$ cat src/rtl/mips150_pkg.sv
`default_nettype none
// ============================================================================
// Module      : mips150_pkg
// Description : Shared types and constants for the MIPS150 fetch stage.
//               Provides the fetch FSM state encoding, the default reset PC,
//               the instruction buffer depth and a word-alignment helper.
// Revision    : 1.0 - initial release
// ============================================================================
package mips150_pkg;

    // Fetch FSM states: IDLE issues nothing, RUN fetches continuously
    typedef enum logic [0:0] {
        ST_IDLE = 1'b0,
        ST_RUN  = 1'b1
    } fetch_state_t;

    // First fetch address after reset unless overridden
    localparam logic [31:0] c_reset_pc  = 32'h0000_0000;

    // Instruction buffer entry count (the buffer is built for exactly two)
    localparam int          c_buf_depth = 2;

    // Force a byte address onto a word boundary
    function automatic logic [31:0] word_align(input logic [31:0] addr);
        return addr & 32'hFFFF_FFFC;
    endfunction

endpackage
`default_nettype wire

$ cat src/rtl/mips150_fetch_buf.sv
`default_nettype none
// ============================================================================
// Module      : mips150_fetch_buf
// Description : Two-entry instruction/PC FIFO between instruction memory and
//               the decoder. Supports simultaneous push and pop, and a flush
//               that empties it at the clock edge. The head outputs read as
//               zero whenever the buffer is empty.
// Revision    : 1.0 - initial release
// ============================================================================
module mips150_fetch_buf
    import mips150_pkg::*;
(
    input  logic        clk,
    input  logic        rst_n,
    input  logic        flush,
    input  logic        push,
    input  logic [31:0] push_instr,
    input  logic [31:0] push_pc,
    input  logic        pop,
    output logic [31:0] head_instr,
    output logic [31:0] head_pc,
    output logic        full,
    output logic        empty
);

    logic [31:0] r_instr [0:1];
    logic [31:0] r_pc    [0:1];
    logic        r_wr_ptr;
    logic        r_rd_ptr;
    logic [1:0]  r_count;

    logic        w_do_push;
    logic        w_do_pop;

    assign full  = (r_count == 2'd2);
    assign empty = (r_count == 2'd0);

    // A pop frees a slot in the same cycle, so push into a full buffer is
    // legal only alongside a pop; popping an empty buffer is ignored.
    assign w_do_pop  = pop & ~empty;
    assign w_do_push = push & (~full | w_do_pop);

    assign head_instr = empty ? 32'h0 : r_instr[r_rd_ptr];
    assign head_pc    = empty ? 32'h0 : r_pc[r_rd_ptr];

    // Storage, pointers and occupancy; flush discards all held entries
    always_ff @(posedge clk) begin
        if (!rst_n) begin
            for (int i = 0; i < 2; i++) begin
                r_instr[i] <= 32'h0;
                r_pc[i]    <= 32'h0;
            end
            r_wr_ptr <= 1'b0;
            r_rd_ptr <= 1'b0;
            r_count  <= 2'd0;
        end else if (flush) begin
            r_wr_ptr <= 1'b0;
            r_rd_ptr <= 1'b0;
            r_count  <= 2'd0;
        end else begin
            if (w_do_push) begin
                r_instr[r_wr_ptr] <= push_instr;
                r_pc[r_wr_ptr]    <= push_pc;
                r_wr_ptr          <= ~r_wr_ptr;
            end
            if (w_do_pop) begin
                r_rd_ptr <= ~r_rd_ptr;
            end
            r_count <= r_count + {1'b0, w_do_push} - {1'b0, w_do_pop};
        end
    end

endmodule
`default_nettype wire

$ cat src/rtl/mips150_fetch.sv
`default_nettype none
// ============================================================================
// Module      : mips150_fetch
// Description : MIPS150 instruction fetch stage. Issues word reads to a
//               synchronous (one-cycle latency) instruction memory, captures
//               responses in a two-entry buffer and presents them to the
//               decoder with a valid/ready handshake. A redirect pulse flushes
//               the buffer, drops the in-flight response and restarts fetch
//               at the new target.
//               Optional feature: define MIPS150_FETCH_PERF_EN to add the
//               fetch_count transfer counter output.
// Revision    : 1.0 - initial release
// ============================================================================
module mips150_fetch
    import mips150_pkg::*;
#(
    parameter logic [31:0] RESET_PC  = c_reset_pc,
    parameter int          BUF_DEPTH = c_buf_depth
) (
    input  logic        clk,
    input  logic        rst_n,
    output logic        imem_req,
    output logic [31:0] imem_addr,
    input  logic [31:0] imem_rdata,
    input  logic        redirect,
    input  logic [31:0] redirect_pc,
    output logic [31:0] instr,
    output logic [31:0] instr_pc,
    output logic        instr_valid,
    input  logic        instr_ready
`ifdef MIPS150_FETCH_PERF_EN
    ,
    output logic [31:0] fetch_count
`endif
);

    localparam logic [2:0] c_depth_w = 3'(BUF_DEPTH);

    fetch_state_t r_state;
    logic [31:0]  r_pc;
    logic         r_pend;
    logic [31:0]  r_pend_pc;

    logic         w_running;
    logic         w_redirect;
    logic         w_pop;
    logic         w_push;
    logic         w_req;
    logic         w_buf_full;
    logic         w_buf_empty;
    logic [2:0]   w_held;
    logic [2:0]   w_occ;

    assign w_running  = (r_state == ST_RUN);
    // Redirects only matter once fetching has started
    assign w_redirect = redirect & w_running;
    assign w_pop      = instr_valid & instr_ready;
    // A response belongs in the buffer unless a redirect makes it stale
    assign w_push     = r_pend & ~w_redirect;

    assign w_held = w_buf_full ? 3'd2 : (w_buf_empty ? 3'd0 : 3'd1);
    // Slots that will be claimed after this cycle's handshake
    assign w_occ  = w_held + {2'b00, r_pend} - {2'b00, w_pop};

    assign w_req     = w_running & ~w_redirect & (w_occ < c_depth_w);
    assign imem_req  = w_req;
    assign imem_addr = r_pc;

    assign instr_valid = ~w_buf_empty;

    mips150_fetch_buf u_buf (
        .clk        (clk),
        .rst_n      (rst_n),
        .flush      (w_redirect),
        .push       (w_push),
        .push_instr (imem_rdata),
        .push_pc    (r_pend_pc),
        .pop        (w_pop),
        .head_instr (instr),
        .head_pc    (instr_pc),
        .full       (w_buf_full),
        .empty      (w_buf_empty)
    );

    // Fetch FSM, PC sequencing and tracking of the single in-flight read
    always_ff @(posedge clk) begin
        if (!rst_n) begin
            r_state   <= ST_IDLE;
            r_pc      <= word_align(RESET_PC);
            r_pend    <= 1'b0;
            r_pend_pc <= 32'h0;
        end else begin
            case (r_state)
                ST_IDLE: begin
                    r_state <= ST_RUN;
                end
                ST_RUN: begin
                    if (w_redirect) begin
                        r_pc <= word_align(redirect_pc);
                    end else if (w_req) begin
                        r_pc <= r_pc + 32'd4;
                    end
                end
                default: begin
                    r_state <= ST_IDLE;
                end
            endcase
            r_pend <= w_req;
            if (w_req) begin
                r_pend_pc <= r_pc;
            end
        end
    end

`ifdef MIPS150_FETCH_PERF_EN
    // Count every completed decoder handshake
    always_ff @(posedge clk) begin
        if (!rst_n) begin
            fetch_count <= 32'h0;
        end else if (w_pop) begin
            fetch_count <= fetch_count + 32'd1;
        end
    end
`endif

endmodule
`default_nettype wire

$ cat config.mk
export PLATFORM = sky130hd
export DESIGN_NAME = mips150_fetch
export DESIGN_NICKNAME = d
export VERILOG_FILES = /design/src/rtl/mips150_pkg.sv /design/src/rtl/mips150_fetch_buf.sv /design/src/rtl/mips150_fetch.sv
export SDC_FILE = /design/constraint.sdc
export NUM_CORES = 1
export LEC_CHECK = 0
export CORE_MARGIN = 2
export CORE_UTILIZATION = 50
export CTS_CLUSTER_DIAMETER = 50
export CTS_CLUSTER_SIZE = 28
export DETAILED_ROUTE_END_ITERATION = 16
export DONT_BUFFER_PORTS = 1
export GPL_ROUTABILITY_DRIVEN = 0
export GPL_TIMING_DRIVEN = 0
export HOLD_SLACK_MARGIN = 0.08
export SLEW_MARGIN = 20
export SYNTH_ARGS = -nofsm -noshare
export SYNTH_HDL_FRONTEND = slang
export SYNTH_SLANG_ARGS = --single-unit
$ cat constraint.sdc
create_clock -name clk -period 9.2 [get_ports clk]
set_input_delay 1.38 -clock clk [delete_from_list [all_inputs] [get_ports clk]]
set_output_delay 1.38 -clock clk [all_outputs]
set_load 0.03 [all_outputs]
==> results of run 1 <==
## registers in the layout, summed over array words and instances, names as in the netlist, named ones only
register	flops
u_buf.r_wr_ptr	1
r_pend_pc	30
u_buf.r_rd_ptr	1
u_buf.r_instr	64
u_buf.r_count	2
r_state	1
r_pend	1
imem_addr	30
u_buf.r_pc	60
## cells by family after synthesis
group / Yosys count
flops: 191
fa+ha+maj: 5
simple gates: 352
other cells: 1
buf+inv: 66
xor+xnor: 27
mux: 63
compound gates: 91
## metrics by stage
stage | TNS [ps] | instances | hold WS [ps] | utilization, % | setup slack [ps]
3_5_place_dp | 0 | 1027 | 458 | 54.2 | 3570
5_1_grt | 0 | 1059 | 486 | 57.6 | 2870
2_1_floorplan | 0 | 799 | 440 | - | 2180
4_1_cts | 0 | 1059 | 467 | 57.6 | 3090
6_report | 0 | 1059 | 464 | 57.6 | 3180
3_3_place_gp | -54090 | 1019 | 450 | 53.2 | -603
## per-layer routing
metal	track usage, %	wire length (microns)	part of all wire, %	vias up
met5	0	0	0	-
met4	6.66	249	1.3	0
met3	8.18	1830	9.6	22
met2	34.5	9130	48	219
met1	27.5	7780	41	2735
li1	-	-	-	2824
## cell usage in the layout, fill, tap and decap left out, drive strengths merged, types with 2 or more instances in the layout
cell	Yosys	layout
and4	4	4
clkinvlp	0	2
nand3	17	17
nand2	81	81
o21ai	24	24
nor3b	2	2
or4	2	2
clkbuf	40	60
edfxtp	124	124
nor3	8	8
and3	4	4
a22oi	2	2
and2	128	128
o31a	2	2
o22ai	2	2
ha	5	5
buf	15	23
conb	1	4
dfxtp	67	67
a21oi	51	51
nor2	79	79
mux2i	62	62
a2bb2oi	2	2
xor2	8	8
nor4	10	10
inv	10	14
clkinv	1	6
a31oi	2	2
nand4	13	13
xnor2	19	19
## final timing paths
kind	slack, ps	end	depth (start not counted)
min	460	r_pend_pc[5]	2
min reg2reg	460	r_pend_pc[5]	2
max reg2reg	4630	r_pend_pc[14]	13
max	3180	imem_req	11
## power breakdown
part	total, mW	switching (mW)	internal (mW)
clock network	0.693	0.311	0.382
registers	0.995	0.0441	0.951
logic	0.189	0.136	0.0538
total	1.88	0.491	1.39
## worst max-delay path, delay by kind of cell (launching register included)
family                     cells  cell delay [ps]
adders and majority gates      2              510
buffers and inverters          4             1530
DFF                            1              340
xor gates and xnor gates       1              190
and+or+nand+nor                4             1630
## final cells by class
class,instances,area [sq um],area share [%]
inverter,11,41.3,0.429
multi-input combinational,542,3300,34.3
tap,220,275,2.86
clock buffer,20,447,4.65
sequential,191,5060,52.7
buffer,55,233,2.42
timing repair buffer,8,146,1.52
clock inverter,12,109,1.13
==> run_results.csv, run 1 <==
group,metric,value,unit
power_and_ir_drop,p_total,1.88,mW
synth,synthAdderAreaFrac,0.728,%
setup_path,crit_chain,"nor2_1 > inv_1 > and2_1 > ha_1 > xnor2_1 > ha_1 > nor3b_2 > nand2_1 > clkinv_1 > buf_2 > buf_1",
die,die_h,135,microns
synth,synthTopCellsByCount,"128 x and2_1, 124 x edfxtp_1, 81 x nand2_1, 79 x nor2_1, 67 x dfxtp_1",
clock_network,clock_sinks,191,
synth,synth_top_cells_by_area,"edfxtp_1 43%, dfxtp_1 16%, and2_1 9.3%",
synth,syn_avg_cell_area,10.8,sq um
global_route,overflow,0,
clock_network,ctsHoldBuffers,0,
sta,drv_slew,0,
final_layout,design_area,9620,sq um
setup_path,crit_type,"reg2out",
global_route,grt_pass1_vias,5835,
run_status,status,"finished clean",
synth,netlist_area,8600,sq um
global_route,grt.total_usage,21.6,%
power_and_ir_drop,power_leakage,3.26,nW
setup_path,required,7820,ps
sta,slew_headroom,35.4,%
die,io_pins,166,
power_and_ir_drop,power_per_cell_area,195,nW/um^2
setup_path,worst-path-max-fanout,10,
synth,synthXorXnorAreaFrac,2.75,%
clock_network,path_clk_slew,70,ps
synth,ys.flop_type,"edfxtp_1",
power_and_ir_drop,ir_drop,132,uV
run,max_cap_viol_count,0,
setup_path,cpMaxStageDelayCell,"nor2_1",
synth,synth_top_area_cell,"edfxtp_1",
routing,firstDrtPassIters,4,
clock_network,clkLatencyLatePin,430,ps
clock_network,h-tree-depth,4,
die,start_util,51.5,%
routing,vias,5800,
die,coreArea,16700,sq um
setup_path,r2r_start,"u_buf.r_count[1]",
sta,finClkSkew,9.52,ps
hold_path,hold_class,"reg2reg",
die,std_cell_rows,47,
sta,finalCritPeriodShare,65.4,%
clock_network,cts_tree,"built",
routing,drt_wl_total,19.0,mm
routing,wire_per_inst,17.9,microns
setup_path,crit_path_max_incr_delay,750,ps
sta,fin_crit,6020,ps
routing,vias_per_cell,5.48,
synth,yosysTopAreaCellShare,43.3,%
global_route,grt_first_pass_wirelength,30.4,mm
die,fp.dieArea,18300,sq um
synth,synth_top_family_by_area,"simple AND/OR/NAND/NOR gates",
synth,seq_area_frac_synth,58.9,%
setup_path,startpoint,"u_buf.r_count[1]",
setup_path,end_kind,"primary output",
setup_path,crit_arrival,4640,ps
clock_network,clock_path_buffers,2,
final_layout,diodes,0,
synth,synth_compound_area_share,5.88,%
final_layout,nFillCells,1467,
place,dpl_cell_area,9060,sq um
synth,synth-seq-cells,191,
clock_network,cts-root-buf,"clkbuf_16",
sta,hold_violations,0,
synth,yosysMostFrequentCell,"and2_1",
synth,ys_warn_count,0,
sta,rsz0062_at_grt,"no",
synth,synth_simple_gate_area_share,21.1,%
setup_path,critical_path.startpoint_type,"flip-flop",
synth,synthMuxAreaShare,7.35,%
setup_path,path_common_cell,"ha_1",
routing,drt_iter0_drc,362,
synth,synth_edf_count,124,
global_route,grt_max_degree,24,
sta,setup_violations,0,
die,die_width,135,microns
routing,antenna_left,0,
final_layout,area_delta_synth_final,11.8,%
hold_path,min_from,"r_pend_pc[5]",
final_layout,fin_nets,899,
global_route,antenna_found_initial,0,
clock_network,cts_resized,0,
sta,fmax,166,MHz
sta,worst_slew_pin_slew,965,ps
synth,ys_async_sr_fraction,0,%
clock_network,cts_buffers,17,
synth,syn_inst,796,
routing,drc_errors,0,
final_layout,drive_gt1_share,7.27,%
place,dp_hpwl,14.0,mm
synth,ys_types,50,
clock_network,post_cts_buffers,0,
place,numPortBuffers,0,
Power figures use the tool's default switching activity.
==> run 2, diff against run 1 <==
--- a/config.mk
+++ b/config.mk
@@ -14,6 +14,7 @@
 export GPL_ROUTABILITY_DRIVEN = 0
 export GPL_TIMING_DRIVEN = 0
 export HOLD_SLACK_MARGIN = 0.08
+export PLACE_DENSITY = 0.68
 export SLEW_MARGIN = 20
 export SYNTH_ARGS = -nofsm -noshare
 export SYNTH_HDL_FRONTEND = slang
==> constraint.sdc (replaced) <==
create_clock -name clk -period 5.3 [get_ports clk]
set_input_delay 0.795 -clock clk [delete_from_list [all_inputs] [get_ports clk]]
set_output_delay 0.795 -clock clk [all_outputs]
set_load 0.03 [all_outputs]
==> run 2 against run 1 <==
Against the previous run:
- cell count barely moved
- highest routed layer unchanged
- sequential cell count did not move
- largest power group unchanged
- first-iteration DRC count fell by 18%
- critical path depth did not move
- utilization fell by 0.20 points
==> run_results.csv, run 2 (same netlist as run 1, synthesis figures left out) <==
group,metric,value,unit
run_status,status,"finished clean",
routing,vias_per_cell,5.41,
sta,rsz0062_at_grt,"no",
final_layout,final_common_cell,"and2_1",
sta,setup_tns,0,ps
final_layout,layout.cells.non_filler,1058,
die,fp.dieArea,18300,sq um
routing,firstDrtPassIters,5,
setup_path,cpMaxStageDelayCell,"nor2_2",
routing,wire_per_inst,17.5,microns
routing,drc_errors,0,
routing,drt_wl_total,18.5,mm
place,preCtsSetupSlack,46.9,ps
sta,worst_slew_pin_slew,742,ps
routing,antenna_left,0,
setup_path,crit_path_max_incr_delay,600,ps
place,dp_hpwl,13.7,mm
clock_network,cts-root-buf,"clkbuf_16",
clock_network,clock_path_buffers,2,
sta,fin_crit,5020,ps
global_route,grt_max_degree,25,
place,numPlacedInstances,1026,
final_layout,area_delta_synth_final,11.5,%
setup_path,crit_arrival,4230,ps
final_layout,final_cell_mix,"128 x and2_1, 124 x edfxtp_1, 81 x nand2_1",
clock_network,cts_tree,"built",
global_route,grt_first_pass_wirelength,28.6,mm
die,std_cell_rows,47,
final_layout,seqCellArea,5060,sq um
sta,hold_violations,0,
final_layout,final_util,57.4,%
setup_path,crit_type,"reg2out",
sta,fin_ws,279,ps
routing,drt_iter0_drc,297,
clock_network,cts_buffers,17,
sta,setup_violations,0,
clock_network,h-tree-depth,4,
die,die_width,135,microns
clock_network,clkLatencyLatePin,420,ps
final_layout,drive_gt1_share,7.40,%
setup_path,crit_family,"simple AND/OR/NAND/NOR gates",
setup_path,critical_path.startpoint_type,"flip-flop",
sta,hold_ws,394,ps
final_layout,fin_nets,898,
setup_path,crit_chain,"nor2_2 > inv_1 > and2_1 > ha_1 > xnor2_1 > ha_1 > nor3b_2 > nand2_1 > clkinv_1 > buf_2 > clkbuf_2",
place,numPortBuffers,0,
final_layout,diodes,0,
clock_network,path_clk_slew,70,ps
setup_path,path_common_cell,"ha_1",
power_and_ir_drop,power_leakage,3.24,nW
sta,finClkSkew,9.36,ps
final_layout,largest_reg_flops,64,
setup_path,required,4510,ps
die,start_util,51.5,%
final_layout,multiInputGateArea,3300,sq um
sta,slew_headroom,50.5,%
run,max_cap_viol_count,0,
routing,vias,5723,
die,io_pins,166,
global_route,grt.total_usage,20.4,%
clock_network,clock_sinks,191,
power_and_ir_drop,ir_drop,240,uV
sta,drv_slew,0,
hold_path,hold_class,"in2reg",
global_route,antenna_found_initial,0,
setup_path,worst-path-max-fanout,10,
power_and_ir_drop,power_per_cell_area,338,nW/um^2
die,coreArea,16700,sq um
final_layout,reg_top3,"u_buf.r_instr x64, u_buf.r_pc x60",
final_layout,regMostFlops,"u_buf.r_instr",
setup_path,end_kind,"primary output",
global_route,overflow,0,
sta,finalCritPeriodShare,94.7,%
global_route,grt_pass1_vias,5559,
final_layout,nFillCells,1441,
die,die_h,135,microns
sta,fmax,199,MHz
setup_path,path_buf_inv,4,
[run 2: timing repair]
item | 4_1_cts | 5_1_grt
resized for setup | 1 | 1
buffers inserted | 0 | 0
hold buffers | 0 | 0
gates cloned | 0 | 0
endpoints found under the setup margin | 1 | 1
[run 2: report_power, final]
part | leakage (nW) | internal, mW | switching (mW) | total [mW]
registers | 1.83 | 1.65 | 0.0765 | 1.73
clock network | 0.263 | 0.649 | 0.536 | 1.18
logic | 1.14 | 0.0908 | 0.233 | 0.323
[run 2: path summary, 6_finish.rpt]
| path | from | endpoint | slack, ps | depth (start not counted) |
|---|---|---|---|---|
| max reg2reg | u_buf.r_count[1] | r_pend_pc[24] | 1090 | 13 |
| max | u_buf.r_count[1] | imem_req | 280 | 11 |
| min reg2reg | r_pend_pc[20] | r_pend_pc[20] | 460 | 2 |
| min | rst_n | r_state | 390 | 0 |
[run 2: metrics by stage]
| step | power [mW] | area, sq um |
|---|---|---|
| after floorplan | 2.00 | 8610 |
| after global placement | 2.07 | 8890 |
| after detailed placement | 2.09 | 9030 |
| after CTS | 3.26 | 9580 |
| after global routing | 3.35 | 9580 |
| final | 3.24 | 9580 |
[run 2: area by class of cell]
class	count	share of cell area (%)
repair buffers	7	1.20
plain buffers	55	2.44
well taps	220	2.87
multi-input cells	542	34.5
flip-flops and latches	191	52.9
clock inverters	13	1.21
inverters	11	0.431
clock buffers	19	4.52
[run 2: worst register-to-register path, stage by stage, from the launching register on]
cell and delay [ps]:
dfxtp_1 350, nor2_2 610, inv_1 380, and2_1 320
ha_1 220, xnor2_1 130, ha_1 330, nor3b_2 310
nand2_1 260, clkinv_1 250, buf_2 290, buf_1 420
nand2_1 140, a21oi_1 140
[run 2: routing by layer]
| layer | vias to the layer above | global-route usage (%) | wire [microns] |
|---|---|---|---|
| met3 | 30 | 7.77 | 1880 |
| met4 | 0 | 7.47 | 386 |
| li1 | 2810 | - | - |
| met1 | 2678 | 24.7 | 7500 |
| met5 | - | 0 | 0 |
| met2 | 205 | 33.4 | 8700 |
==> run 3, diff against run 2 <==
--- a/config.mk
+++ b/config.mk
@@ -5,7 +5,8 @@
 export SDC_FILE = /design/constraint.sdc
 export NUM_CORES = 1
 export LEC_CHECK = 0
-export CORE_MARGIN = 2
+export CORE_ASPECT_RATIO = 2
+export CORE_MARGIN = 3
 export CORE_UTILIZATION = 50
 export CTS_CLUSTER_DIAMETER = 50
 export CTS_CLUSTER_SIZE = 28
==> run 3 against run 2 <==
Against the previous run:
- via count rose by 2.7%
- clock-buffer cell count fell by 1
- combinational power rose by 3%
- clock power rose by 3%
- critical path type unchanged
- final area rose by 0.31%
- global-route usage rose by 0.97 points
- worst hold slack got worse by 11 ps
==> run_results.csv, run 3 (same netlist as run 1, synthesis figures left out) <==
group,metric,value,unit
run_status,status,"finished clean",
final_layout,largest_reg_flops,64,
final_layout,fin_nets,899,
global_route,antenna_found_initial,0,
routing,antenna_left,0,
final_layout,layout.cells.non_filler,1046,
global_route,grt_first_pass_wirelength,31.2,mm
setup_path,critPathCapture,"imem_req",
final_layout,drive_gt1_share,7.75,%
routing,drt_wl_total,19.9,mm
clock_network,cts_buffers,17,
final_layout,final_cell_mix,"128 x and2_1, 124 x edfxtp_1, 81 x nand2_1",
die,io_pins,166,
power_and_ir_drop,ir_drop,224,uV
place,dpl_cell_area,9030,sq um
place,numPlacedInstances,1014,
sta,worst_slew_pin_slew,857,ps
routing,firstDrtPassIters,5,
sta,rsz0062_at_grt,"no",
final_layout,final_common_cell,"and2_1",
setup_path,required,4510,ps
global_route,grt.total_usage,21.4,%
setup_path,critical_path.startpoint_type,"flip-flop",
clock_network,h-tree-depth,4,
clock_network,clkLatencyLatePin,430,ps
global_route,grt_max_degree,22,
routing,drt_iter0_drc,234,
global_route,grt_pass1_vias,6055,
final_layout,design_area,9610,sq um
place,numPortBuffers,0,
run,max_cap_viol_count,0,
sta,setup_tns,0,ps
sta,finClkSkew,12.8,ps
final_layout,regMostFlops,"u_buf.r_instr",
global_route,overflow,0,
place,dp_hpwl,15.4,mm
sta,slew_headroom,42.3,%
sta,finalCritPeriodShare,91.3,%
sta,hold_violations,0,
power_and_ir_drop,p_total,3.28,mW
die,start_util,51.0,%
routing,drc_errors,0,
final_layout,reg_top3,"u_buf.r_instr x64, u_buf.r_pc x60",
die,fp.dieArea,18900,sq um
setup_path,crit_type,"reg2out",
setup_path,end_kind,"primary output",
final_layout,area_delta_synth_final,11.8,%
clock_network,clock_path_buffers,2,
sta,drv_slew,0,
setup_path,worst_r2r_path_depth,13,
setup_path,r2r-end,"r_pend_pc[29]",
routing,vias_per_cell,5.62,
die,coreArea,16800,sq um
setup_path,r2r_start,"u_buf.r_count[1]",
die,die_h,191,microns
routing,wire_per_inst,19.1,microns
sta,setup_violations,0,
hold_path,hold_class,"in2reg",
final_layout,diodes,0,
sta,fin_ws,464,ps
die,std_cell_rows,67,
sta,fin_crit,4840,ps
clock_network,cts_tree,"built",
place,preCtsSetupSlack,382,ps
final_layout,nFillCells,1396,
clock_network,path_clk_slew,80,ps
sta,fmax,207,MHz
die,die_width,98.7,microns
setup_path,crit_arrival,4040,ps
power_and_ir_drop,power_per_cell_area,341,nW/um^2
setup_path,r2r_slack,1300,ps
setup_path,worst-path-max-fanout,10,
clock_network,cts-root-buf,"clkbuf_16",
power_and_ir_drop,power_leakage,3.27,nW
routing,vias,5877,
clock_network,post_cts_buffers,0,
clock_network,clock_sinks,191,
setup_path,startpoint,"u_buf.r_count[1]",
[run 3: cell count changes in the layout (fill, tap and decap cells not counted), moves of 2 or more]
cell / delta
clkbuf_1: -2
inv_8: +3
clkinv_2: -3
clkinvlp_4: -2
buf_8: +3
clkinv_4: +3
buf_6: -2
[run 3: critical path, stage by stage, from the launching register on]
cell	delay (ps)
dfxtp_1	360
nor2_2	410
inv_1	300
and2_1	280
ha_1	220
xnor2_1	200
ha_1	270
nor3b_2	310
nand2_1	280
clkinv_1	310
buf_2	290
buf_2	370
[run 3: per-layer routing]
layer	GRT usage, %	wire, microns	vias up
met5	0	0	-
met4	11.3	727	0
met3	6.25	1480	50
met2	40.8	11200	248
met1	19.9	6570	2778
li1	-	-	2801
[run 3: timing repair]
| item | 4_1_cts | 5_1_grt |
|---|---|---|
| hold buffers | 0 | 0 |
| endpoints found under the setup margin | 1 | 1 |
| gates resized for setup | 1 | 1 |
[run 3: power breakdown]
| part | total (mW) | internal, mW | switching, mW |
|---|---|---|---|
| Sequential | 1.73 | 1.65 | 0.0774 |
| Combinational | 0.332 | 0.0927 | 0.239 |
| Clock | 1.22 | 0.645 | 0.578 |
[run 3: layout make-up]
class	count	area (sq um)	share of cell area, %
multi-input combinational	542	3300	34.4
timing repair buffer	8	138	1.43
sequential	191	5060	52.7
inverter	11	41.3	0.430
buffer	55	234	2.43
clock inverter	14	123	1.28
clock buffer	18	450	4.69
tap	207	259	2.69
[run 3: through the flow]
step | utilization, % | hold WS, ps
6_report | 57.0 | 383
5_1_grt | 57.0 | 360
4_1_cts | 57.0 | 366
3_5_place_dp | 53.6 | 456
3_3_place_gp | 52.7 | 449
2_1_floorplan | - | 440
[run 3: how the worst min path moves through the flow]
stage / startpoint / end / slack [ps] / depth (start not counted)
global route: rst_n / r_state / 360 / 0
detailed placement: r_pend_pc[31] / r_pend_pc[31] / 460 / 2
floorplan: r_pend_pc[10] / r_pend_pc[10] / 440 / 2
CTS: rst_n / r_state / 370 / 0
finish: rst_n / r_state / 380 / 0
global placement: r_pend_pc[3] / r_pend_pc[3] / 450 / 2
